<file path="src/rtl/reg_file_mw_pkg.sv">
// Shared constants for the multi-write register file: fixed register
// indices, source addressing-mode encodings and constant-generator values.
package reg_file_mw_pkg;

    // Architectural register indices
    localparam int unsigned PC_IDX  = 0;
    localparam int unsigned SP_IDX  = 1;
    localparam int unsigned SR_IDX  = 2;
    localparam int unsigned CG2_IDX = 3;

    // Width of the byte lane kept by a byte-mode write
    localparam int unsigned BYTE_W = 8;

    // Source addressing modes (As field)
    typedef enum logic [1:0] {
        AS_REG = 2'b00,   // register direct
        AS_IDX = 2'b01,   // indexed
        AS_IND = 2'b10,   // register indirect
        AS_INC = 2'b11    // indirect autoincrement
    } as_mode_e;

    // Constants produced when SA selects R2 (AS_REG reads the real R2)
    localparam int unsigned CG_R2_IDX_VAL = 0;
    localparam int unsigned CG_R2_IND_VAL = 4;
    localparam int unsigned CG_R2_INC_VAL = 8;

    // Constants produced when SA selects R3 (AS_INC yields all ones)
    localparam int unsigned CG_R3_REG_VAL = 0;
    localparam int unsigned CG_R3_IDX_VAL = 1;
    localparam int unsigned CG_R3_IND_VAL = 2;

    // Autoincrement step: word mode steps by 2, byte mode by 1
    function automatic int unsigned inc_amount(input logic word);
        return word ? 2 : 1;
    endfunction

endpackage

</file>
<file path="src/rtl/reg_file_mw_cg.sv">
// reg_cg_mux: constant-generator substitution on the source read port.
// Ports:
//   sa       - source register address
//   as_mode  - source addressing mode
//   reg_data - register (or bypassed) read data for sa
//   sout_c   - source data after constant substitution (combinational)
module reg_cg_mux
    import reg_file_mw_pkg::*;
#(
    parameter int unsigned DW    = 16,
    parameter int unsigned AW    = 4,
    parameter int unsigned CG_EN = 1
) (
    input  logic [AW-1:0] sa,
    input  logic [1:0]    as_mode,
    input  logic [DW-1:0] reg_data,
    output logic [DW-1:0] sout_c
);

    if (CG_EN != 0) begin : g_cg
        as_mode_e mode;
        assign mode = as_mode_e'(as_mode);

        // R2/R3 reads are replaced by constants; storage is never touched
        always_comb begin
            sout_c = reg_data;
            if (sa == AW'(SR_IDX)) begin
                case (mode)
                    AS_REG:  sout_c = reg_data;
                    AS_IDX:  sout_c = DW'(CG_R2_IDX_VAL);
                    AS_IND:  sout_c = DW'(CG_R2_IND_VAL);
                    AS_INC:  sout_c = DW'(CG_R2_INC_VAL);
                    default: sout_c = reg_data;
                endcase
            end else if (sa == AW'(CG2_IDX)) begin
                case (mode)
                    AS_REG:  sout_c = DW'(CG_R3_REG_VAL);
                    AS_IDX:  sout_c = DW'(CG_R3_IDX_VAL);
                    AS_IND:  sout_c = DW'(CG_R3_IND_VAL);
                    AS_INC:  sout_c = '1;
                    default: sout_c = reg_data;
                endcase
            end
        end
    end else begin : g_no_cg
        logic unused_cg_inputs;
        assign unused_cg_inputs = ^{sa, as_mode};
        assign sout_c = reg_data;
    end

endmodule

</file>
<file path="src/rtl/reg_file_mw.sv">
// reg_file_mw: register file with a primary write port, an autoincrement
// write port, PC/SP every-cycle latches and a status-register update port.
// Ports:
//   clk, rst           - clock, synchronous active-high reset
//   RW, BW, Din, DA    - primary write enable, byte mode, data, destination
//   SA, As             - source address and addressing mode
//   inc_en/reg/word    - autoincrement enable, target register, +2/+1 select
//   PC_in, SP_in       - next PC / SP, latched into R0 / R1 each cycle
//   sr_we, SR_in       - status register (R2) update
//   Sout, Dout         - combinational source / destination read data
//   PC_out/SP_out/SR_out - registered contents of R0, R1, R2
module reg_file_mw
    import reg_file_mw_pkg::*;
#(
    parameter  int unsigned DW     = 16,
    parameter  int unsigned NREGS  = 16,
    parameter  int unsigned CG_EN  = 1,
    parameter  int unsigned BYPASS = 0,
    localparam int unsigned AW     = $clog2(NREGS)
) (
    input  logic          clk,
    input  logic          rst,
    input  logic          RW,
    input  logic          BW,
    input  logic [DW-1:0] Din,
    input  logic [AW-1:0] SA,
    input  logic [AW-1:0] DA,
    input  logic [1:0]    As,
    input  logic          inc_en,
    input  logic [AW-1:0] inc_reg,
    input  logic          inc_word,
    input  logic [DW-1:0] PC_in,
    input  logic [DW-1:0] SP_in,
    input  logic          sr_we,
    input  logic [DW-1:0] SR_in,
    output logic [DW-1:0] Sout,
    output logic [DW-1:0] Dout,
    output logic [DW-1:0] PC_out,
    output logic [DW-1:0] SP_out,
    output logic [DW-1:0] SR_out
);

    // Elaboration-time parameter legality
    if (DW != 16 && DW != 20) begin : g_bad_dw
        $error("reg_file_mw: DW must be 16 or 20");
    end
    if (NREGS < 8 || NREGS > 32 || (NREGS & (NREGS - 1)) != 0) begin : g_bad_nregs
        $error("reg_file_mw: NREGS must be a power of two in 8..32");
    end

    logic [DW-1:0] regs      [NREGS];
    logic [DW-1:0] next_regs [NREGS];

    logic [DW-1:0] prim_val;
    logic [DW-1:0] inc_val;
    logic [DW-1:0] pc_val;
    logic [DW-1:0] sp_val;
    logic [DW-1:0] src_raw;
    logic [DW-1:0] dst_raw;

    // Bit 0 of PC_in/SP_in is never stored (R0/R1 are always even)
    logic unused_lsbs;
    assign unused_lsbs = ^{PC_in[0], SP_in[0]};

    // Candidate values from each update source
    assign prim_val = BW ? {{(DW - BYTE_W){1'b0}}, Din[BYTE_W-1:0]} : Din;
    assign inc_val  = regs[inc_reg] + DW'(inc_amount(inc_word));
    assign pc_val   = {PC_in[DW-1:1], 1'b0};
    assign sp_val   = {SP_in[DW-1:1], 1'b0};

    // Post-priority next value of every register; unwritten registers hold,
    // so this array doubles as the bypass source.
    always_comb begin
        for (int unsigned i = 0; i < NREGS; i++) begin
            next_regs[i] = regs[i];
            if (rst) begin
                next_regs[i] = '0;
            end else if (RW && DA == AW'(i)) begin
                next_regs[i] = prim_val;
            end else if (inc_en && inc_reg == AW'(i)) begin
                next_regs[i] = inc_val;
            end else if (i == PC_IDX) begin
                next_regs[i] = pc_val;
            end else if (i == SP_IDX) begin
                next_regs[i] = sp_val;
            end else if (i == SR_IDX && sr_we) begin
                next_regs[i] = SR_in;
            end
            if (i == PC_IDX || i == SP_IDX) begin
                next_regs[i][0] = 1'b0;
            end
            // R3 exists only as a constant-generator address
            if (i == CG2_IDX) begin
                next_regs[i] = '0;
            end
        end
    end

    // Storage update
    always_ff @(posedge clk) begin
        if (rst) begin
            for (int unsigned i = 0; i < NREGS; i++) begin
                regs[i] <= '0;
            end
        end else begin
            for (int unsigned i = 0; i < NREGS; i++) begin
                regs[i] <= next_regs[i];
            end
        end
    end

    // Read ports: optionally forward this cycle's write
    if (BYPASS != 0) begin : g_bypass
        assign src_raw = next_regs[SA];
        assign dst_raw = next_regs[DA];
    end else begin : g_no_bypass
        assign src_raw = regs[SA];
        assign dst_raw = regs[DA];
    end

    reg_cg_mux #(
        .DW    (DW),
        .AW    (AW),
        .CG_EN (CG_EN)
    ) u_cg (
        .sa       (SA),
        .as_mode  (As),
        .reg_data (src_raw),
        .sout_c   (Sout)
    );

    assign Dout   = dst_raw;
    assign PC_out = regs[AW'(PC_IDX)];
    assign SP_out = regs[AW'(SP_IDX)];
    assign SR_out = regs[AW'(SR_IDX)];

endmodule

</file>
<file path="config.mk">
export PLATFORM = sky130hd
export DESIGN_NAME = reg_file_mw
export DESIGN_NICKNAME = d
export VERILOG_FILES = /design/src/rtl/reg_file_mw_pkg.sv /design/src/rtl/reg_file_mw_cg.sv /design/src/rtl/reg_file_mw.sv
export SDC_FILE = /design/constraint.sdc
export NUM_CORES = 1
export LEC_CHECK = 0
export BUFFER_PORTS_ARGS = -buffer_cell sky130_fd_sc_hd__buf_4
export CORE_ASPECT_RATIO = 1.75
export CORE_MARGIN = 2
export CORE_UTILIZATION = 29
export CTS_CLUSTER_DIAMETER = 80
export DETAILED_ROUTE_END_ITERATION = 16
export GPL_ROUTABILITY_DRIVEN = 0
export SLEW_MARGIN = 30
export SYNTH_ARGS = -nofsm -noshare
export SYNTH_HDL_FRONTEND = slang
export SYNTH_SLANG_ARGS = --single-unit
</file>
<file path="constraint.sdc">
create_clock -name clk -period 6.5 [get_ports clk]
set_input_delay 0.975 -clock clk [delete_from_list [all_inputs] [get_ports clk]]
set_output_delay 0.975 -clock clk [all_outputs]
set_load 0.005 [all_outputs]
</file>
; ---- Yosys cells after proc, flatten, opt, wreduce, memory -nomap -nowiden
; Memories as Yosys holds them, arrays and structs flattened.
; Cells that the tools add are included.
[classes]
n_reduce_logical = 46
addsub = 1
n_mux = 71
eq_ne = 46
bitwise = 16
[op_table]
columns = cell, n
row1 = $mux W16, 65
row2 = $pmux W16 S4, 2
row3 = $eq A4 B4 Y1 const B, 16
row4 = $ne A3 B3 Y1 const B, 12
row5 = $eq A4 B3 Y1 const B, 8
row6 = $logic_and A1 B1 Y1, 30
row7 = $reduce_and A2 Y1, 13
row8 = $add A16 B2 Y16, 1
row9 = $eq A4 B2 Y1 const B, 4
row10 = $or A1 B1 Y1, 16
row11 = $eq A4 B1 Y1 const B, 2
row12 = $logic_not A4 Y1, 2
row13 = $eq A2 B2 Y1 const B, 2
row14 = $ne A4 B4 Y1 const B, 1
row15 = $mux W1, 3
row16 = $eq A2 B1 Y1 const B, 1
row17 = $logic_not A2 Y1, 1
row18 = $mux W2, 1
[totals]
in_bits = 85
n_memories = 1
reg_bits = 0
word_cells = 181
out_inout_bits = 80
ram_bits = 256
[mem_list]
columns = name, words, word_bits, read_ports, rd_clocked_by_memory_dff, write_ports, line_no
row1 = regs, 16, 16, 6, 0, 16, reg_file_mw.sv:51  ; logic [DW-1:0] regs [NREGS];

; ---- Logic depth before layout (Yosys ltp)
; Gate-level depths: netlist of run 1.
[depth]
depth_word = 6
mapped_depth = 17
mapped_depth_nobuf = 12

; ---- Cells and area by module
; Synthesis of run 1 repeated with hierarchy kept, for this count alone.
[unflattened]
cells_unflattened = 1552
area_unflattened_um2 = 17302.8
[modules_own_cells]
columns = module, seq_area_each_um2, cells_each, instances, area_each_um2
row1 = reg_file_mw, 6686.4, 1528, 1, 17096.4
row2 = reg_cg_mux, 0.0, 24, 1, 206.4

; ---- Least setup slack after synthesis of run 1
; OpenSTA, ideal clock, no wires.
[synth_timing]
path_type = input port to flip-flop
start = input port inc_reg[0]
end = memory regs[11][7] (data pin)
path_stages = 15
required_ns = 6.225
path_slack_ns = 1.722
arrival_time_ns = 4.503
n_path_buf = 6
setup_ns = 0.275
path_cell_list = buf_6 > buf_8 > buf_6 > buf_6 > buf_2 > mux4_2 > mux4_2 > ha_1 > a21oi_1 > and3b_1 > nor4b_4 > nand2b_2 > xor2_1 > clkbuf_1 > a211oi_1
[synth_rtl]
columns = item, line_no
row1 = "start, declared", reg_file_mw.sv:30  ; input logic [AW-1:0] inc_reg,
row2 = "end, declared", reg_file_mw.sv:51

==> results of run 1 <==
[tightest hold or removal path, stage by stage, from the launching register on]
cell and delay, ps:
dfxtp_1 360, nand2_1 70, a21oi_1 50
[cells by family after synthesis]
kind of cell             after synthesis  share of synthesized area [%]
AND/OR/NAND/NOR                      516                          13.19
AO/OA/AOI/OAI                        386                          15.48
multiplexers                         244                          26.69
flip-flops                           238                          39.00
buffers and inverters                179                          4.510
XOR/XNOR                              14                         0.8465
adder cells (fa/ha/maj)                3                         0.2627
other                                  1                        0.02187
[cells in the final DEF, fill, tap and decap left out, drive strengths merged, types with 46 or more instances in the layout]
cell    instances
nor2          213
edfxtp        192
nand2         183
a211oi        162
o21ai          55
a21oi          68
mux2i          59
buf           224
dfxtp          46
mux4          169
[power groups by stage]
stage | clock (W) | sequential (W) | combinational (W)
finish | 0.00151 | 0.00188 | 0.00111
global route | 0.00155 | 0.00189 | 0.00116
CTS | 0.00151 | 0.00188 | 0.00109
detailed placement | 0 | 0.00191 | 0.00109
global placement | 0 | 0.00190 | 0.00107
floorplan | 0 | 0.00187 | 0.000673
[stage by stage]
step | setup WS, ps | total power [W] | util (%)
after floorplan | 1722 | 0.002546 | -
final | 1594 | 0.004512 | 34.22
after global placement | 1330 | 0.002970 | 32.78
after detailed placement | 1265 | 0.002998 | 32.84
after CTS | 1818 | 0.004477 | 34.21
after global routing | 1393 | 0.004610 | 34.22
[metal layers]
layer / vias to the layer above / global-route usage [%]
met5: - / 0
met4: 10 / 20.85
li1: 6319 / -
met2: 1193 / 41.95
met1: 7448 / 24.33
met3: 372 / 5.699
[final timing paths]
kind / depth (start not counted) / slack [ps] / to / start
max: 10 / 1590 / regs[6][11]$_SDFFCE_PP0P_ / inc_reg[0]
min: 2 / 530 / regs[2][1]$_SDFFE_PP0P_ / regs[2][1]$_SDFFE_PP0P_
max reg2reg: 10 / 2200 / regs[6][11]$_SDFFCE_PP0P_ / regs[4][1]$_SDFFCE_PP0P_
min reg2reg: 2 / 530 / regs[2][1]$_SDFFE_PP0P_ / regs[2][1]$_SDFFE_PP0P_
[final cells by class]
cell class / instances / area [sq um]
diodes: 2 / 5.005
clock buffers: 25 / 583.1
clock inverters: 15 / 211.5
fillers: 5848 / 38330
inverters: 10 / 37.54
multi-input cells: 1165 / 9753
flip-flops and latches: 238 / 6686
well taps: 773 / 967.2
repair buffers: 224 / 1694
==> results.ini, run 1 <==
[clock_tree]
cts_sinks = 238
clkLatencyLatePin_ps = 580
maximum_buffer_depth_of_the_clock_tree = 3
cts_made_buffers = 22
post_cts_resize_count = 0
cts_tree = built
clock_input_transition_at_the_sequential_cells_of_the_worst_setup_and_hold_paths_ps = 70
cts-htree-levels = 1
postCtsSetupBuffers = 0
root_buffer = clkbuf_16
cts.hold.buffers_added = 0

[route]
detail_route.first_pass.iterations = 6
ant_nets = 0
avgViaCountPerCell = 6.257
drt_initial_violations = 2150
route.detailed.wl_per_inst_um = 30.86
route.vias.total = 15340
drc = 0
topRoutingLayerUsed = met5
dr_wl_met2_mm = 37.46
met3_wirelength_mm = 7.415
drt-total-wl_mm = 75.67
routedLengthMet1_mm = 23.27

[yosys]
synth_area_per_cell_sq_um = 10.85
netlist_area_sq_um = 17150
synthMostInstantiatedCell = nor2_1
ys_dominant_reg_cell = edfxtp_1
yosys_warnings = 0
most_frequent_cells_after_synthesis = 213 x nor2_1, 192 x edfxtp_1, 183 x nand2_1
synthesis.instances = 1581
ys_async_rst_share_pct = 0
synth_top_area_share_pct = 33.63
yosys.area.top_type = edfxtp_1
synth.yosys.seq_area_share_pct = 39.00
synth_enable_flop_cells = 192
ys_ff_latch = 238
synth_cell_types = 74
yosys-top-cells-area = edfxtp_1 34%, mux4_2 22%, a211oi_1 7.0%

[timing]
grt_setup_unrepaired = false
hold_viol = 0
finalWorstPathRequiredPeriod_ps = 4906
worst_clock_skew_ps = 34.22
final_min_period_over_clock_period_pct = 75.48
fmax_mhz = 203.8
setup_total_negative_slack_ps = 0
report.final.slew_viol_count = 0
timing.final.setup_violations = 0
whs_ps = 526.9
timing.max_slew.rel_slack_pct = 25.89
timing_worst_slew_pin_value_ps = 1109

[global_routing]
grt_pass1_wl_mm = 106.5
grt_start_max_net_pins = 58
grt_overflow = 0
initial_antenna_violation_count = 7
gr_util_all_layers_pct = 24.20
first_global_vias = 15400

[power]
switching_share_pct = 30.99
comb_power_share_pct = 24.7
power.density_nw_per_um2 = 226.3
internal_power_w = 0.003114
total_switching_power_w = 0.001399
cellLeakagePower_nw = 7.127
power.share.clock_pct = 33.5
seqPwrFrac_pct = 41.8
vdd_ir_drop_max_v = 0.0001644

[cells_and_area]
stdcell_area_sq_um = 19940
largest_register_ff_count = 238
area.growth.synth_to_final_pct = 16.28
layout_top_registers = regs x238
layout-drive-gt1-share_pct = 29.04
layout.cells.non_filler = 2452
top_register = regs
finish.net_count = 1749

[outcome]
outcome = completed

[critical_path]
setup.worst_path.end_class = flip-flop
combined_buffer_and_inverter_count_along_the_critical_path = 2
setup.worst_path.start_class = input port
crit_path_max_incr_delay_ps = 840
worst_path_dominant_cell_family = simple AND/OR/NAND/NOR gates
cp_slowest_cell = or4_1
worst_ep_arrival_time_ps = 5270
worstPathRequired_ps = 6860
critical_path.max_fanout = 29
worstPathCellList = buf_4 > buf_4 > mux4_2 > nor2_1 > or4_1 > nor4b_4 > nand4b_1 > xnor2_2 > nor2_1 > a211oi_1
crit_path_category = input port to flip-flop

[floorplanning]
fp.coreArea_sq_um = 58260
io_pins = 165
design.die.area_sq_um = 61160
initial_utilization_pct = 29.43
die_w_um = 187.8
placementRows = 117
floorplan.die.height_um = 325.7

[place]
dp_hpwl_mm = 53.40
dpl-instance-area_sq_um = 19130
numPortBuffers = 160
placed_instance_count = 2410

[job]
drv.max_cap_violation_count = 0

[worst_hold_path]
hp-class = flip-flop to flip-flop

Note: power is estimated with default switching activity, not from simulation.
==> inputs of run 2 (changes only) <==
==> constraint.sdc (replaced) <==
create_clock -name clk -period 3.9 [get_ports clk]
set_input_delay 0.585 -clock clk [delete_from_list [all_inputs] [get_ports clk]]
set_output_delay 0.585 -clock clk [all_outputs]
set_load 0.005 [all_outputs]
==> results.ini, run 2 (synthesis results as in run 1) <==
[global_routing]
gr_util_all_layers_pct = 24.02
initial_antenna_violation_count = 5
first_global_vias = 15380
grt_pass1_wl_mm = 106.1
grt_overflow = 0
grt_start_max_net_pins = 48

[floorplanning]
design.die.area_sq_um = 61160
die_w_um = 187.8
io_pins = 165
initial_utilization_pct = 29.43
floorplan.die.height_um = 325.7
fp.coreArea_sq_um = 58260
placementRows = 117

[route]
avgViaCountPerCell = 6.147
drt-total-wl_mm = 75.09
detail_route.first_pass.iterations = 6
ant_nets = 0
route.detailed.wl_per_inst_um = 29.53
drc = 0
drt_initial_violations = 2031
route.vias.total = 15630

[timing]
whs_ps = 302.9
fmax_mhz = 290.9
timing.max_slew.rel_slack_pct = 29.96
finalWorstPathRequiredPeriod_ps = 3438
timing_worst_slew_pin_value_ps = 1048
grt_setup_unrepaired = false
report.final.slew_viol_count = 0
worst_clock_skew_ps = 17.53
hold_viol = 0
setup_total_negative_slack_ps = 0
timing.final.setup_violations = 0
final_min_period_over_clock_period_pct = 88.15

[job]
drv.max_cap_violation_count = 0

[critical_path]
worst_ep_arrival_time_ps = 3780
setup.worst_path.start_class = input port
worstPathRequired_ps = 4240
setup.worst_path.end_class = flip-flop
critical_path.max_fanout = 17
r2r.worst_path.cells = 12
crit_path_category = input port to flip-flop

[clock_tree]
root_buffer = clkbuf_16
postCtsSetupBuffers = 0
cts-htree-levels = 1
cts_sinks = 238
maximum_buffer_depth_of_the_clock_tree = 3
clkLatencyLatePin_ps = 550
cts.hold.buffers_added = 0
clock_input_transition_at_the_sequential_cells_of_the_worst_setup_and_hold_paths_ps = 70
post_cts_resize_count = 0
cts_tree = built
cts_made_buffers = 22

[power]
seqPwrFrac_pct = 42.5
total_switching_power_w = 0.002273
power.density_nw_per_um2 = 355.5
cellLeakagePower_nw = 7.608
power.total_w = 0.007380
internal_power_w = 0.005107
switching_share_pct = 30.80
power.share.clock_pct = 30.5
comb_power_share_pct = 26.9
vdd_ir_drop_max_v = 0.0002713

[worst_hold_path]
min_path_cells = 3
hp-class = input port to flip-flop

[place]
dp_hpwl_mm = 55.24
placed_instance_count = 2502
numPortBuffers = 160

[cells_and_area]
layout_commonest_cell = buf_4
most_frequent_cells_in_the_layout = 299 x buf_4, 213 x nor2_1, 192 x edfxtp_1
largest_register_ff_count = 238
layout-drive-gt1-share_pct = 32.05
fillers = 5725
top_register = regs
layout_top_registers = regs x238
postLayoutCoreUtil_pct = 35.63
finish.net_count = 1841
layout.cells.non_filler = 2543
area.growth.synth_to_final_pct = 21.06

[outcome]
outcome = completed

[run 2: cell types whose count changed in the layout (fill, tap and decap cells not counted), sizes merged]
cell	before	now
diode	2	1
clkinv	6	10
bufinv	5	2
buf	224	316
clkinvlp	1	2
inv	13	11
[run 2: stage by stage]
stage               setup slack, ps  area (sq um)
floorplan                    -188.9         17260
global placement              65.21         20040
detailed placement            30.45         20040
CTS                           465.8         20750
global route                  323.2         20750
finish                        462.1         20760
[run 2: worst max-delay path, stage by stage]
cell and delay (ps):
buf_4 160, buf_4 210, buf_4 310, nand2_1 350, o22ai_1 590, o22ai_1 210, o22ai_2 190, nand4_1 280
nor3_4 320, xnor2_2 110, buf_12 160, o31ai_1 280
[run 2: cell type report]
class / instances / area, sq um / share of cell area, %
multi-input combinational: 1165 / 9764 / 47.04
clock buffer: 25 / 583.1 / 2.809
sequential: 238 / 6686 / 32.21
tap: 773 / 967.2 / 4.659
clock inverter: 15 / 131.4 / 0.6329
antenna: 1 / 2.502 / 0.01206
inverter: 10 / 37.54 / 0.1808
timing repair buffer: 316 / 2585 / 12.45
[run 2: layer usage]
layer | GRT usage [%] | vias up | share of wire (%) | routed length (um)
met4 | 18.97 | 10 | 9.3 | 6951
met5 | 0 | - | 0.071 | 53
li1 | - | 6483 | - | -
met1 | 24.33 | 7609 | 31 | 23160
met2 | 42.76 | 1195 | 51 | 38040
met3 | 4.945 | 334 | 9.2 | 6880
[run 2: power groups by stage]
stage | clock network [W] | registers, W | logic [W]
final | 0.00225 | 0.00314 | 0.00199
after global routing | 0.00235 | 0.00316 | 0.00208
after CTS | 0.00226 | 0.00313 | 0.00195
after global placement | 0 | 0.00316 | 0.00192
after detailed placement | 0 | 0.00318 | 0.00195
after floorplan | 0 | 0.00312 | 0.00114
[run 2: final timing paths]
| kind | to | slack, ps | start |
|---|---|---|---|
| worst max-delay path | regs[4][15]$_SDFFCE_PP0P_ | 460 | inc_reg[1] |
| worst min register to register | regs[2][1]$_SDFFE_PP0P_ | 540 | regs[2][1]$_SDFFE_PP0P_ |
| worst max register to register | regs[10][11]$_SDFFCE_PP0P_ | 470 | regs[15][1]$_SDFFCE_PP0P_ |
| worst min-delay path | regs[0][14]$_SDFF_PP0_ | 300 | PC_in[14] |
